<file path="config.mk">
export PLATFORM = sky130hd
export DESIGN_NAME = clk_div_bank
export DESIGN_NICKNAME = d
export VERILOG_FILES = /design/src/rtl/clk_div_bank.sv
export SDC_FILE = /design/constraint.sdc
export NUM_CORES = 1
export LEC_CHECK = 0
export BUFFER_PORTS_ARGS = -buffer_cell sky130_fd_sc_hd__buf_2
export CAP_MARGIN = 20
export CORE_AREA = 8 8 172 109
export CTS_BUF_LIST = sky130_fd_sc_hd__clkbuf_4 sky130_fd_sc_hd__clkbuf_8
export DETAILED_ROUTE_END_ITERATION = 16
export DIE_AREA = 0 0 180 117
export SYNTH_ARGS = -nofsm -noshare
export SYNTH_HDL_FRONTEND = slang
export SYNTH_SLANG_ARGS = --single-unit
</file>
<file path="constraint.sdc">
create_clock -name clk -period 5.6 [get_ports clk]
set_input_delay 0.56 -clock clk [delete_from_list [all_inputs] [get_ports clk]]
set_output_delay 0.56 -clock clk [all_outputs]
set_load 0.02 [all_outputs]
</file>
<file path="src/rtl/clk_div_bank.sv">
// Bank of independent 50%-duty clock dividers with tick strobes,
// shared phase-align sync and runtime divisor updates applied at wrap.
module clk_div_bank #(
   parameter int unsigned SYS_CLK = 100000000,
   parameter int unsigned N_CH    = 2,
   parameter int unsigned CH_W    = 1,
   parameter int unsigned CNT_W   = 23,
   parameter logic [N_CH*CNT_W-1:0] DEF_MAX = {23'd4166665, 23'd263157}
) (
   input  logic             clk,
   input  logic             rst_n,
   input  logic [N_CH-1:0]  en,
   input  logic             sync,
   input  logic             wr_en,
   input  logic [CH_W-1:0]  wr_ch,
   input  logic [CNT_W-1:0] wr_max,
   output logic [N_CH-1:0]  clk_out,
   output logic [N_CH-1:0]  tick,
   output logic [N_CH-1:0]  pend
);

   if (N_CH < 1 || N_CH > 16 || (2**CH_W) < N_CH || SYS_CLK == 0) begin : g_bad_cfg
      $error("clk_div_bank: illegal parameter set");
   end

   logic [CNT_W-1:0] cnt_q  [N_CH];
   logic [CNT_W-1:0] cnt_d  [N_CH];
   logic [CNT_W-1:0] max_q  [N_CH];
   logic [CNT_W-1:0] max_d  [N_CH];
   logic [CNT_W-1:0] pmax_q [N_CH];
   logic [CNT_W-1:0] pmax_d [N_CH];
   logic [N_CH-1:0]  clk_q, clk_d;
   logic [N_CH-1:0]  tick_q, tick_d;
   logic [N_CH-1:0]  pend_q, pend_d;

   always_comb begin
      cnt_d  = cnt_q;
      max_d  = max_q;
      pmax_d = pmax_q;
      clk_d  = clk_q;
      tick_d = '0;
      pend_d = pend_q;
      for (int i = 0; i < N_CH; i++) begin
         // sync and wrap share the divisor-apply point, so max only moves when cnt is 0
         if (sync || (en[i] && cnt_q[i] == max_q[i])) begin
            cnt_d[i]  = '0;
            clk_d[i]  = sync ? 1'b0 : ~clk_q[i];
            tick_d[i] = ~sync & ~clk_q[i];
            if (pend_q[i]) begin
               max_d[i]  = pmax_q[i];
               pend_d[i] = 1'b0;
            end
         end else if (en[i]) begin
            cnt_d[i] = cnt_q[i] + CNT_W'(1);
         end
         if (wr_en && wr_ch == CH_W'(i)) begin
            pmax_d[i] = wr_max;
            pend_d[i] = 1'b1;
         end
      end
   end

   always_ff @(posedge clk) begin
      if (!rst_n) begin
         for (int i = 0; i < N_CH; i++) begin
            cnt_q[i]  <= '0;
            max_q[i]  <= DEF_MAX[i*CNT_W +: CNT_W];
            pmax_q[i] <= '0;
         end
         clk_q  <= '0;
         tick_q <= '0;
         pend_q <= '0;
      end else begin
         cnt_q  <= cnt_d;
         max_q  <= max_d;
         pmax_q <= pmax_d;
         clk_q  <= clk_d;
         tick_q <= tick_d;
         pend_q <= pend_d;
      end
   end

   assign clk_out = clk_q;
   assign tick    = tick_q;
   assign pend    = pend_q;

endmodule

</file>
# Word-level counts from Yosys, hierarchy flattened
# Index checks and enable logic that the tools add are counted.
# totals
memories,0
ram_bits,0
wordCells,43
in_bits,30
reg_bits,144
romBits,0
output_inout_bits,6
latchBits,0
# op_classes
shift,0
n_eq_ne,2
n_addsub,2
muxes,6
bitwise,7
magnitude_cmp,0
n_reduce_logical,14
multipliers,0
div_mod_pow,0
# ops
op,n
"23-bit by 1-bit adder with 23-bit output, second input constant",2
23-bit equality test,2
2-bit AND reduction,4
1-bit 2-to-1 mux,6
1-bit NOT,5
1-bit logical AND,4
2-bit nonzero test,2
2-bit OR reduction,2
1-bit bitwise AND,2
1-bit logical OR,2

# Longest topological paths before layout
# depth
word_depth,5
mapped_depth,7
mapped_depth_nobuf,6

# Worst setup path before layout
# Ideal clock, no wire load.
# synth_timing
path_type,input-to-reg
from,input en[0]
to,register max_q[25] (netlist name)
slack_ns,3.464
path_stages,6
setup_time_ns,0.072
arrival_ns,2.064
path_buffers,2
required_ns,5.528
cell_sequence,clkbuf_1 -> nand4_1 -> or4_4 -> o31ai_4 -> buf_6 -> mux2i_1
# synth_via
elab_chain_len,3
# synth_lines
item,line_no,rtl
"start, declared",12,"input logic [N_CH-1:0] en,"
1-bit logical AND,45,if (sync || (en[i] && cnt_q[i] == max_q[i])) begin
1-bit logical OR,45,
2-bit AND reduction (no source line),-,
"end signal, assigned by index",67,max_q[i] <= DEF_MAX[i*CNT_W +: CNT_W];
"end signal, assigned",75,max_q <= max_d;
"end, declared",28,logic [CNT_W-1:0] max_q [N_CH];
# No other way between the ends.
# A chain may end at the register's enable or synchronous reset.

# Worst setup path in the final report
# layout_timing
from,register cnt_q[2] (netlist name)
to,register max_q[7] (netlist name)
# layout_via
elab_chain_len,4
# layout_lines
item,line_no,rtl
"start, declared",26,logic [CNT_W-1:0] cnt_q [N_CH];
"start signal, assigned",74,cnt_q <= cnt_d;
23-bit equality test,45,
1-bit logical AND,45,
1-bit logical OR,45,
2-bit AND reduction (no source line),-,
# No other way between the ends.

==> run summary <==
=================================================================================
Measured slew at the worst slew-check pin                                 1.05 ns
Dominant cell by count in the synthesized netlist                         nand2_1
Final period utilization                                                    41.9%
Layout-stage area growth over the synthesis result                          11.8%
Required time of the worst setup path                                     5.96 ns
Number of antenna-violating nets in the routed design                           0
Post-synthesis cell count                                                     715
Cell-by-cell listing of the critical path                            xnor2_1, nand4_1, or4_4, o31ai_4, buf_4, mux2i_1
Fraction of layout instances using a drive strength above 1                 10.8%
FILL cells                                                                  1,631
Die Span X                                                                 180 µm
Pre-Repair DR Iteration Count                                                   4
Unrepaired setup endpoints after global routing                                no
Final-stage net count                                                         769
Number of max-capacitance violations reported                                   0
Routability-driven placement congestion ratio                               0.809
Remaining global-route overflow                                                 0
Final std cell area, no fill                                             7080 µm²
Number of gates given a new drive strength after cts                            0
Number of global-route vias before repair                                   4,375
Count of hold-fix buffers inserted at cts                                       0
Routed via count                                                            4,597
Result of the run                                                    complete, no violations
Worst supply voltage drop on vdd                                           149 µV
Ys async rst share                                                             0%
Mean post-synth cell area                                                8.86 µm²
Cell area after technology mapping                                       6340 µm²
Final worst path period need                                              2.35 ns
Count of buffers inserted at the top-level ports                               35
Critical-path cell with the highest stage delay                             or4_4
Mapped Nets                                                                   747
Clock tree from TritonCTS                                                     yes
Final number of hold-violating endpoints                                        0
Startpoint type of the worst setup path                                      flop
Top flip-flop cell by instance count after synthesis                      dfxtp_1
First-iteration detailed-routing DRC count                                    270
Wire length of the first global-routing pass                              22.6 mm
Post-synth top area share                                                   45.5%
Number of different library cells in the post-synthesis netlist                30
Post-synthesis sequential area ratio                                        45.5%
Post-detailed-route via-to-cell ratio                                        4.77
Die Height                                                                 117 µm
Clk sink count                                                                144
Initial antenna violation count                                                 0
Core Rows                                                                      37
CTS buffer count                                                               17
Power density over the cells                                           295 nW/µm²
Total number of H-tree levels                                                   4
Initial core utilization                                                    38.6%
Tot Pwr                                                                   2090 µW
Path type of the worst setup path                                    flop to flop
Maximum buffer depth of the clock tree                                          2
Path type of the worst min-delay path                                input pin to flop
Setup Total Neg Slack                                                        0 ns
Global-route total usage across every layer                                 13.4%
Number of enable flip-flop cells after synthesis                                0
Core region area                                                       16,400 µm²
HPWL reported at the end of detailed placement                            9.60 mm
Setup-failing EPs final                                                         0
Peak fanout along the critical path                                            23
Yosys synthesis warning count                                                   0
Rel. slew slack                                                             29.7%
Cell area reported after detailed placement                              6640 µm²
Sort of element at the end of the critical path                              flop
Cell types with the largest area share after synthesis               dfxtp_1 45%, nand2_1 9.7%, mux2i_1 7.6%
Routed wire length                                                        13.6 mm
FF-to-FF setup slack                                                      3.25 ns
Number of buffers inserted to repair setup after CTS                            0
Worst-path clk slew                                                       0.09 ns
Final routed DRC violation total                                                0
Cell chosen for the clock root                                           clkbuf_8
Average wire per cell in the routed design                                14.1 µm
Count of state elements after synthesis                                       144
Final clock skew                                                        0.0124 ns
Final Slew Violations                                                           0
Clock latency of the later-clocked register in the worst-skew pair        0.43 ns
Largest net degree at the start of global routing                              90
Largest stage delay on the critical path                                  0.58 ns
Area of the die                                                        21,100 µm²
Cell leakage power                                                     0.00247 µW
# diodes                                                                        0
Cell taking the most area after synthesis                                 dfxtp_1
Arrival @ worst endpoint                                                  2.71 ns
Fmax                                                                    0.426 GHz
Count of pins on the block boundary                                            36
Commonest cells in the netlist                                       164 x nand2_1, 144 x dfxtp_1, 55 x nor2_1
=================================================================================
[logic make-up after synthesis]
kind of cell	synth area share [%]
AO/OA/AOI/OAI	6.75
XOR/XNOR	12.4
adder cells (fa/ha/maj)	0.395
buffers and inverters	3.16
flip-flops	45.5
multiplexers	7.58
AND/OR/NAND/NOR	24.2
[per-layer routing]
metal  routed length (µm)  GRT usage [%]  up-vias
li1                     -              -     2393
met1                 7830           20.4     2144
met2                 5190           17.8       50
met3                  440           3.18       10
met4                  119           4.37        0
met5                    0              0        -
[power breakdown]
| part | total (µW) | internal [µW] | switching, µW |
|---|---|---|---|
| Clock | 906 | 498 | 408 |
| Combinational | 118 | 48.1 | 69.8 |
| Sequential | 1070 | 1050 | 16.3 |
[through the flow]
step	util, %	setup slack (ns)	cells	hold WS (ns)
after floorplan	-	3.46	715	0.438
after global placement	40.4	3.16	931	0.450
after detailed placement	40.4	3.11	931	0.451
after CTS	43.1	3.27	963	0.354
after global routing	43.1	3.12	964	0.357
final	43.1	3.25	964	0.382
[layout make-up]
class	count	area, µm²	area share, %
Clock buffer	19	249	3.52
Tap cell	214	268	3.78
Inverter	4	15.0	0.212
Multi-Input combinational cell	528	3260	46.0
Clock inverter	13	185	2.61
Timing Repair Buffer	42	228	3.21
Sequential cell	144	2880	40.7
[placed cells by master (no fill, tap or decap), types with 7 or more instances in the layout]
master / synthesis / routed
nor2_1: 55 / 55
buf_2: 7 / 35
xor2_1: 51 / 51
dfxtp_1: 144 / 144
nand4_1: 26 / 26
clkbuf_8: 0 / 17
nor2b_1: 42 / 41
nand3_1: 13 / 13
a21boi_0: 46 / 46
xnor2_1: 39 / 39
buf_4: 0 / 7
and3_1: 8 / 8
mux2i_1: 48 / 48
nand2_1: 164 / 164
[registers in the layout (all words and copies together), names as in the netlist]
name and flops:
clk_out 2, cnt_q 46, max_q 46, pend 2
pmax_q 46, tick 2
[critical path: cells and delay by family, from the launching register on]
family	cells	cell delay [ns]
compound gates	1	0.17
simple gates	2	0.81
buf+inv	1	0.40
xor+xnor	1	0.15
flops	1	0.48
mux	1	0.25
[final timing paths]
check | start | to | depth (start not counted)
max reg2reg | cnt_q[2] | max_q[7] | 6
min reg2reg | pmax_q[22] | max_q[22] | 2
max | cnt_q[2] | max_q[7] | 6
min | wr_max[14] | pmax_q[37] | 3
(Power assumes the default switching activity.)
